<file path="src/rtl/led_scanner.sv">
// led_scanner: multiplexed seven-segment driver for the board display.
// clk_led is the scan-rate reference from the clock generator. It is
// synchronised, and each of its rising edges advances the lit digit.
// Digit data is latched once per frame so the display does not tear.
// After each digit switch, all anodes are held off for a short time to
// suppress ghosting on the display.

module led_scanner #(
    parameter int NUM_DIGITS   = 8,
    parameter int BLANK_CYCLES = 16,
    parameter int SYNC_STAGES  = 2
) (
    input  logic                    clk_board,
    input  logic                    rst_n,
    input  logic                    clk_led,
    input  logic [4*NUM_DIGITS-1:0] data,
    input  logic [NUM_DIGITS-1:0]   digit_en,
    input  logic [NUM_DIGITS-1:0]   dp,
    output logic [NUM_DIGITS-1:0]   an,
    output logic [6:0]              seg,
    output logic                    dp_n
);

    localparam int                IDX_W      = (NUM_DIGITS > 1) ? $clog2(NUM_DIGITS) : 1;
    localparam logic [IDX_W-1:0]  LAST_IDX   = IDX_W'(NUM_DIGITS - 1);
    localparam logic [7:0]        BLANK_LOAD = 8'(BLANK_CYCLES);
    localparam logic [NUM_DIGITS-1:0] AN_OFF = '1;
    localparam logic [6:0]        SEG_OFF    = 7'h7F;

    // Segment pattern (gfedcba, active-low) for one hex nibble.
    function automatic logic [6:0] hex_to_seg(input logic [3:0] nib);
        logic [6:0] pat;
        case (nib)
            4'h0:    pat = 7'b1000000;
            4'h1:    pat = 7'b1111001;
            4'h2:    pat = 7'b0100100;
            4'h3:    pat = 7'b0110000;
            4'h4:    pat = 7'b0011001;
            4'h5:    pat = 7'b0010010;
            4'h6:    pat = 7'b0000010;
            4'h7:    pat = 7'b1111000;
            4'h8:    pat = 7'b0000000;
            4'h9:    pat = 7'b0010000;
            4'hA:    pat = 7'b0001000;
            4'hB:    pat = 7'b0000011;
            4'hC:    pat = 7'b1000110;
            4'hD:    pat = 7'b0100001;
            4'hE:    pat = 7'b0000110;
            default: pat = 7'b0001110;
        endcase
        return pat;
    endfunction

    logic [SYNC_STAGES-1:0]  sync_q;
    logic                    edge_q;
    logic                    tick;

    logic [IDX_W-1:0]        idx_q;
    logic [IDX_W-1:0]        idx_next;
    logic                    frame_start;

    logic [4*NUM_DIGITS-1:0] shadow_data_q;
    logic [NUM_DIGITS-1:0]   shadow_en_q;
    logic [NUM_DIGITS-1:0]   shadow_dp_q;

    logic [7:0]              blank_cnt_q;
    logic                    blank_done;

    logic [3:0]              cur_nibble;
    logic                    cur_en;
    logic                    cur_dp;
    logic [NUM_DIGITS-1:0]   an_drive;
    logic [6:0]              seg_drive;
    logic                    dp_n_drive;

    // Bring clk_led into clk_board, then remember the last synchronised level.
    always_ff @(posedge clk_board) begin
        if (!rst_n) begin
            sync_q <= '0;
            edge_q <= 1'b0;
        end else begin
            sync_q <= {sync_q[SYNC_STAGES-2:0], clk_led};
            edge_q <= sync_q[SYNC_STAGES-1];
        end
    end

    // A scan tick is a synchronised rising edge; falling edges are ignored.
    assign tick = sync_q[SYNC_STAGES-1] & ~edge_q;

    // Select the next digit index and detect the start of a new frame.
    always_comb begin
        idx_next    = (idx_q == LAST_IDX) ? '0 : idx_q + IDX_W'(1);
        frame_start = tick & (idx_q == LAST_IDX);
    end

    // Advance the lit digit once per tick, wrapping after the last digit.
    always_ff @(posedge clk_board) begin
        if (!rst_n) begin
            idx_q <= LAST_IDX;
        end else if (tick) begin
            idx_q <= idx_next;
        end
    end

    // Latch a full frame of display data when the scan returns to digit 0.
    always_ff @(posedge clk_board) begin
        if (!rst_n) begin
            shadow_data_q <= '0;
            shadow_en_q   <= '0;
            shadow_dp_q   <= '0;
        end else if (frame_start) begin
            shadow_data_q <= data;
            shadow_en_q   <= digit_en;
            shadow_dp_q   <= dp;
        end
    end

    // Blanking down-counter: reload on every tick, count down to zero.
    always_ff @(posedge clk_board) begin
        if (!rst_n) begin
            blank_cnt_q <= '0;
        end else if (tick) begin
            blank_cnt_q <= BLANK_LOAD;
        end else if (blank_cnt_q != 8'd0) begin
            blank_cnt_q <= blank_cnt_q - 8'd1;
        end
    end

    // The terminal count is observed the cycle after the counter hits zero,
    // so the digit appears BLANK_CYCLES+1 cycles after the index moved.
    assign blank_done = (blank_cnt_q == 8'd0);

    // Form the drive pattern for the current digit from the frame shadow.
    always_comb begin
        cur_nibble = shadow_data_q[{idx_q, 2'b00} +: 4];
        cur_en     = shadow_en_q[idx_q];
        cur_dp     = shadow_dp_q[idx_q];
        an_drive   = AN_OFF;
        seg_drive  = SEG_OFF;
        dp_n_drive = 1'b1;
        if (cur_en) begin
            an_drive   = ~(NUM_DIGITS'(1) << idx_q);
            seg_drive  = hex_to_seg(cur_nibble);
            dp_n_drive = ~cur_dp;
        end
    end

    // Register the outputs: all off on a tick or while blanking, else the digit.
    always_ff @(posedge clk_board) begin
        if (!rst_n) begin
            an   <= AN_OFF;
            seg  <= SEG_OFF;
            dp_n <= 1'b1;
        end else if (tick || !blank_done) begin
            an   <= AN_OFF;
            seg  <= SEG_OFF;
            dp_n <= 1'b1;
        end else begin
            an   <= an_drive;
            seg  <= seg_drive;
            dp_n <= dp_n_drive;
        end
    end

endmodule

</file>
<file path="config.mk">
export PLATFORM = sky130hd
export DESIGN_NAME = led_scanner
export DESIGN_NICKNAME = d
export VERILOG_FILES = /design/src/rtl/led_scanner.sv
export SDC_FILE = /design/constraint.sdc
export NUM_CORES = 1
export LEC_CHECK = 0
export BUFFER_PORTS_ARGS = -buffer_cell sky130_fd_sc_hd__buf_2
export CAP_MARGIN = 20
export CORE_MARGIN = 5
export CORE_UTILIZATION = 59
export DETAILED_ROUTE_END_ITERATION = 7
export PLACE_DENSITY = 0.84
export SETUP_SLACK_MARGIN = 0.1
export SKIP_CTS_REPAIR_TIMING = 1
export SYNTH_ARGS = -nofsm -noshare
export SYNTH_HDL_FRONTEND = slang
export SYNTH_SLANG_ARGS = --single-unit
export TNS_END_PERCENT = 50
</file>
<file path="constraint.sdc">
create_clock -name clk_board -period 6.4 [get_ports clk_board]
set_input_delay 1.28 -clock clk_board [delete_from_list [all_inputs] [get_ports clk_board]]
set_output_delay 1.28 -clock clk_board [all_outputs]
set_load 0.01 [all_outputs]
</file>
==> flow_summary.toml <==
[outcome]
outcome = "finished, final reports clean"

[global_routing]
grt_remaining_overflow = 0
grt_max_degree = 58
antenna_found_initial = 0
grt_pass1_vias = 2554
grt_pass1_wl_um = 11800
grtUsageTotal = 0.199

[clock_network]
cts-root-buf = "clkbuf_8"
clock-sinks = 78
cts_tree = "yes"
numCtsBuffers = 9
clk_latency_ns = 0.35
cts-htree-levels = 3
path_clk_slew_ns = 0.08
clk_path_buf_depth = 2

[die]
chipWidth_um = 86.4
initial_utilization = 0.618
dieHeight_um = 86.4
rows = 27
die_area_um2 = 7470
coreArea_um2 = 5570
pin_count = 67

[critical_path]
timing.rr.end = "seg[6]"
slowest_delay_ns = 1.00
arrival_ns = 3.36
crit_chain = "mux4_2, mux2i_1, inv_1, ha_1, inv_1, nor3_1, a21oi_1, o221ai_1"
reg2reg_slack_ns = 3.23
end_kind = "flip-flop"
crit_fanout = 19
cpMostUsedCell = "inv_1"
crit_start = "idx_q[0]"
rr_startpoint = "idx_q[0]"
crit_required_ns = 6.59
timing.critical_path.to = "seg[6]"
critPathKind = "reg2reg"
reg2reg_depth = 8
worst_path_max_delay_cell = "dfxtp_1"
cp-start-kind = "flip-flop"

[power]
leakage_nw = 1.60
p_seq_frac = 0.441
p_comb_frac = 0.162
power.internal_mw = 0.923
powerDensity_nw_per_um2 = 303
power_frac_clock = 0.397
swShare = 0.248
ir_worst_vdd_mv = 0.188
p_sw_mw = 0.305

[synthesis]
synth_cells = 379
yosysTopAreaCell = "dfxtp_1"
ys_seq_elements = 78
synth.avg_cell_area_um2 = 9.09
synth_cell_type_count = 37
ys_top_cells_by_area = "dfxtp_1, nand2_1, a21boi_0, mux4_2, ha_1"
syn_area_um2 = 3440
synth_warnings = 0
ys_seq_area_frac = 0.453
synth_nets = 444
synth_top_area_frac = 0.453

[detailed_routing]
routedWlPerCell_um = 13.7
drt_pass1_iterations = 4
drc = 0
drtAntennaViolNets = 0
drt_iter0_drc = 154
drt-total-wl_um = 7030
vias_per_cell = 5.26
num_vias = 2704

[sta]
fmaxAchievable_ghz = 0.316
worst_slew_margin_rel = 0.324
period_share = 0.495
whs_ns = 0.450
setup_viol = 0
fin_skew_ns = 0.00595
timing.final.hold_violations = 0
drv_slew = 0
fin_crit_ns = 3.17
worstMarginPinSlew_ns = 1.01
tns_ns = 0
rsz0062_at_grt = "false"

[finish]
synthToLayoutAreaGrowth_pct = 17.8
stdcell_count = 514
nets = 502
n_antenna_cell = 0
drive_above_1_share = 0.231

[hold_path]
hold_class = "reg2reg"

[placed_design]
post-dp-hpwl_um = 4870
routabilityCongestion = 0.841
port_buffers = 66
dp.cells = 498

[flow_run]
maxCapViolations = 0
[area by class of cell]
cell class              count  area, µm²
flip-flops and latches     78       1560
clock buffers              10        138
multi-input cells         269       1750
well taps                  72       90.1
inverters                  11       41.3
clock inverters             6        133
repair buffers             68        345
fillers                   436       1520
[cell usage after synthesis]
cell	number
a211oi_1	2
a21boi_0	49
a21oi_1	6
a21oi_2	1
a22o_1	2
a22oi_1	1
a31oi_1	1
and2_1	4
buf_1	2
buf_4	2
buf_6	1
clkbuf_1	16
dfxtp_1	78
ha_1	14
inv_1	10
inv_2	1
mux2_2	3
mux2i_1	5
mux4_2	10
nand2_1	117
nand2b_1	2
nand3_1	4
nand3_2	1
nor2_1	13
nor2b_1	2
nor3_1	8
nor4_1	2
nor4b_4	1
o211ai_1	4
o21ai_1	2
o221ai_1	3
o22a_1	1
o22ai_1	1
or2_1	1
or3_1	1
or4_4	1
xnor2_1	7
[stage by stage]
| stage | area (µm²) | total power [mW] | util | worst slack [ns] |
|---|---|---|---|---|
| detailed placement | 3790 | 0.751 | 0.679 | 3.29 |
| global route | 4060 | 1.28 | 0.728 | 3.06 |
| global placement | 3790 | 0.743 | 0.679 | 3.41 |
| floorplan | 3440 | 0.705 | - | 3.99 |
| finish | 4060 | 1.23 | 0.728 | 3.23 |
| CTS | 4060 | 1.24 | 0.728 | 3.26 |
[metal layers]
metal,vias up,routed length (µm),GRT usage,part of all wire
li1,1389,-,-,-
met1,1224,3210,0.268,0.46
met2,80,3240,0.304,0.46
met3,11,465,0.0428,0.066
met4,0,106,0.0977,0.015
met5,-,0,0,0
[registers in the layout (all words and copies together), names as in the netlist]
signal	cells
idx_q	3
blank_cnt_q	8
dp_n	1
shadow_en_q	8
shadow_data_q	32
seg	7
shadow_dp_q	8
sync_q	2
an	8
edge_q	1
[worst min-delay path by stage]
stage,from,to,slack (ns),cells after the start
finish,sync_q[0],sync_q[1],0.45,1
global route,sync_q[0],sync_q[1],0.49,1
CTS,sync_q[0],sync_q[1],0.46,1
detailed placement,sync_q[0],sync_q[1],0.44,1
global placement,sync_q[0],sync_q[1],0.44,1
floorplan,sync_q[0],sync_q[1],0.41,1
[critical path, delay by kind of cell, from the launching register on]
kind	cells	cell delay (ns)
AO/OA/AOI/OAI	2	0.37
adder cells (fa/ha/maj)	1	0.25
buffers and inverters	2	0.26
flip-flops	1	1.00
multiplexers	2	1.05
AND/OR/NAND/NOR	1	0.09
[cells by family (layout without fill, tap and decap cells)]
| logic type | count (synthesis) | after routing | share of synthesized area |
|---|---|---|---|
| multiplexers | 18 | 18 | 0.0897 |
| flip-flops | 78 | 78 | 0.453 |
| adder cells (fa/ha/maj) | 14 | 14 | 0.0509 |
| XOR/XNOR | 7 | 7 | 0.0178 |
| AO/OA/AOI/OAI | 73 | 73 | 0.155 |
| AND/OR/NAND/NOR | 157 | 157 | 0.194 |
| buffers and inverters | 32 | 95 | 0.0392 |
[cell usage in the layout, fill, tap and decap left out, types with 3 or more instances in the layout]
master / n
nand2_1: 117
dfxtp_1: 78
buf_2: 66
a21boi_0: 49
ha_1: 14
nor2_1: 13
inv_1: 10
mux4_2: 10
clkbuf_8: 10
nor3_1: 8
xnor2_1: 7
a21oi_1: 6
mux2i_1: 5
and2_1: 4
nand3_1: 4
o211ai_1: 4
bufinv_16: 4
mux2_2: 3
o221ai_1: 3
[power by group through the flow]
stage / logic, mW / registers (mW) / clock network, mW
2_1_floorplan: 0.162 / 0.544 / 0
6_report: 0.199 / 0.542 / 0.488
4_1_cts: 0.200 / 0.542 / 0.493
5_1_grt: 0.221 / 0.546 / 0.516
3_3_place_gp: 0.191 / 0.552 / 0
3_5_place_dp: 0.198 / 0.553 / 0
(Power assumes the default switching activity.)
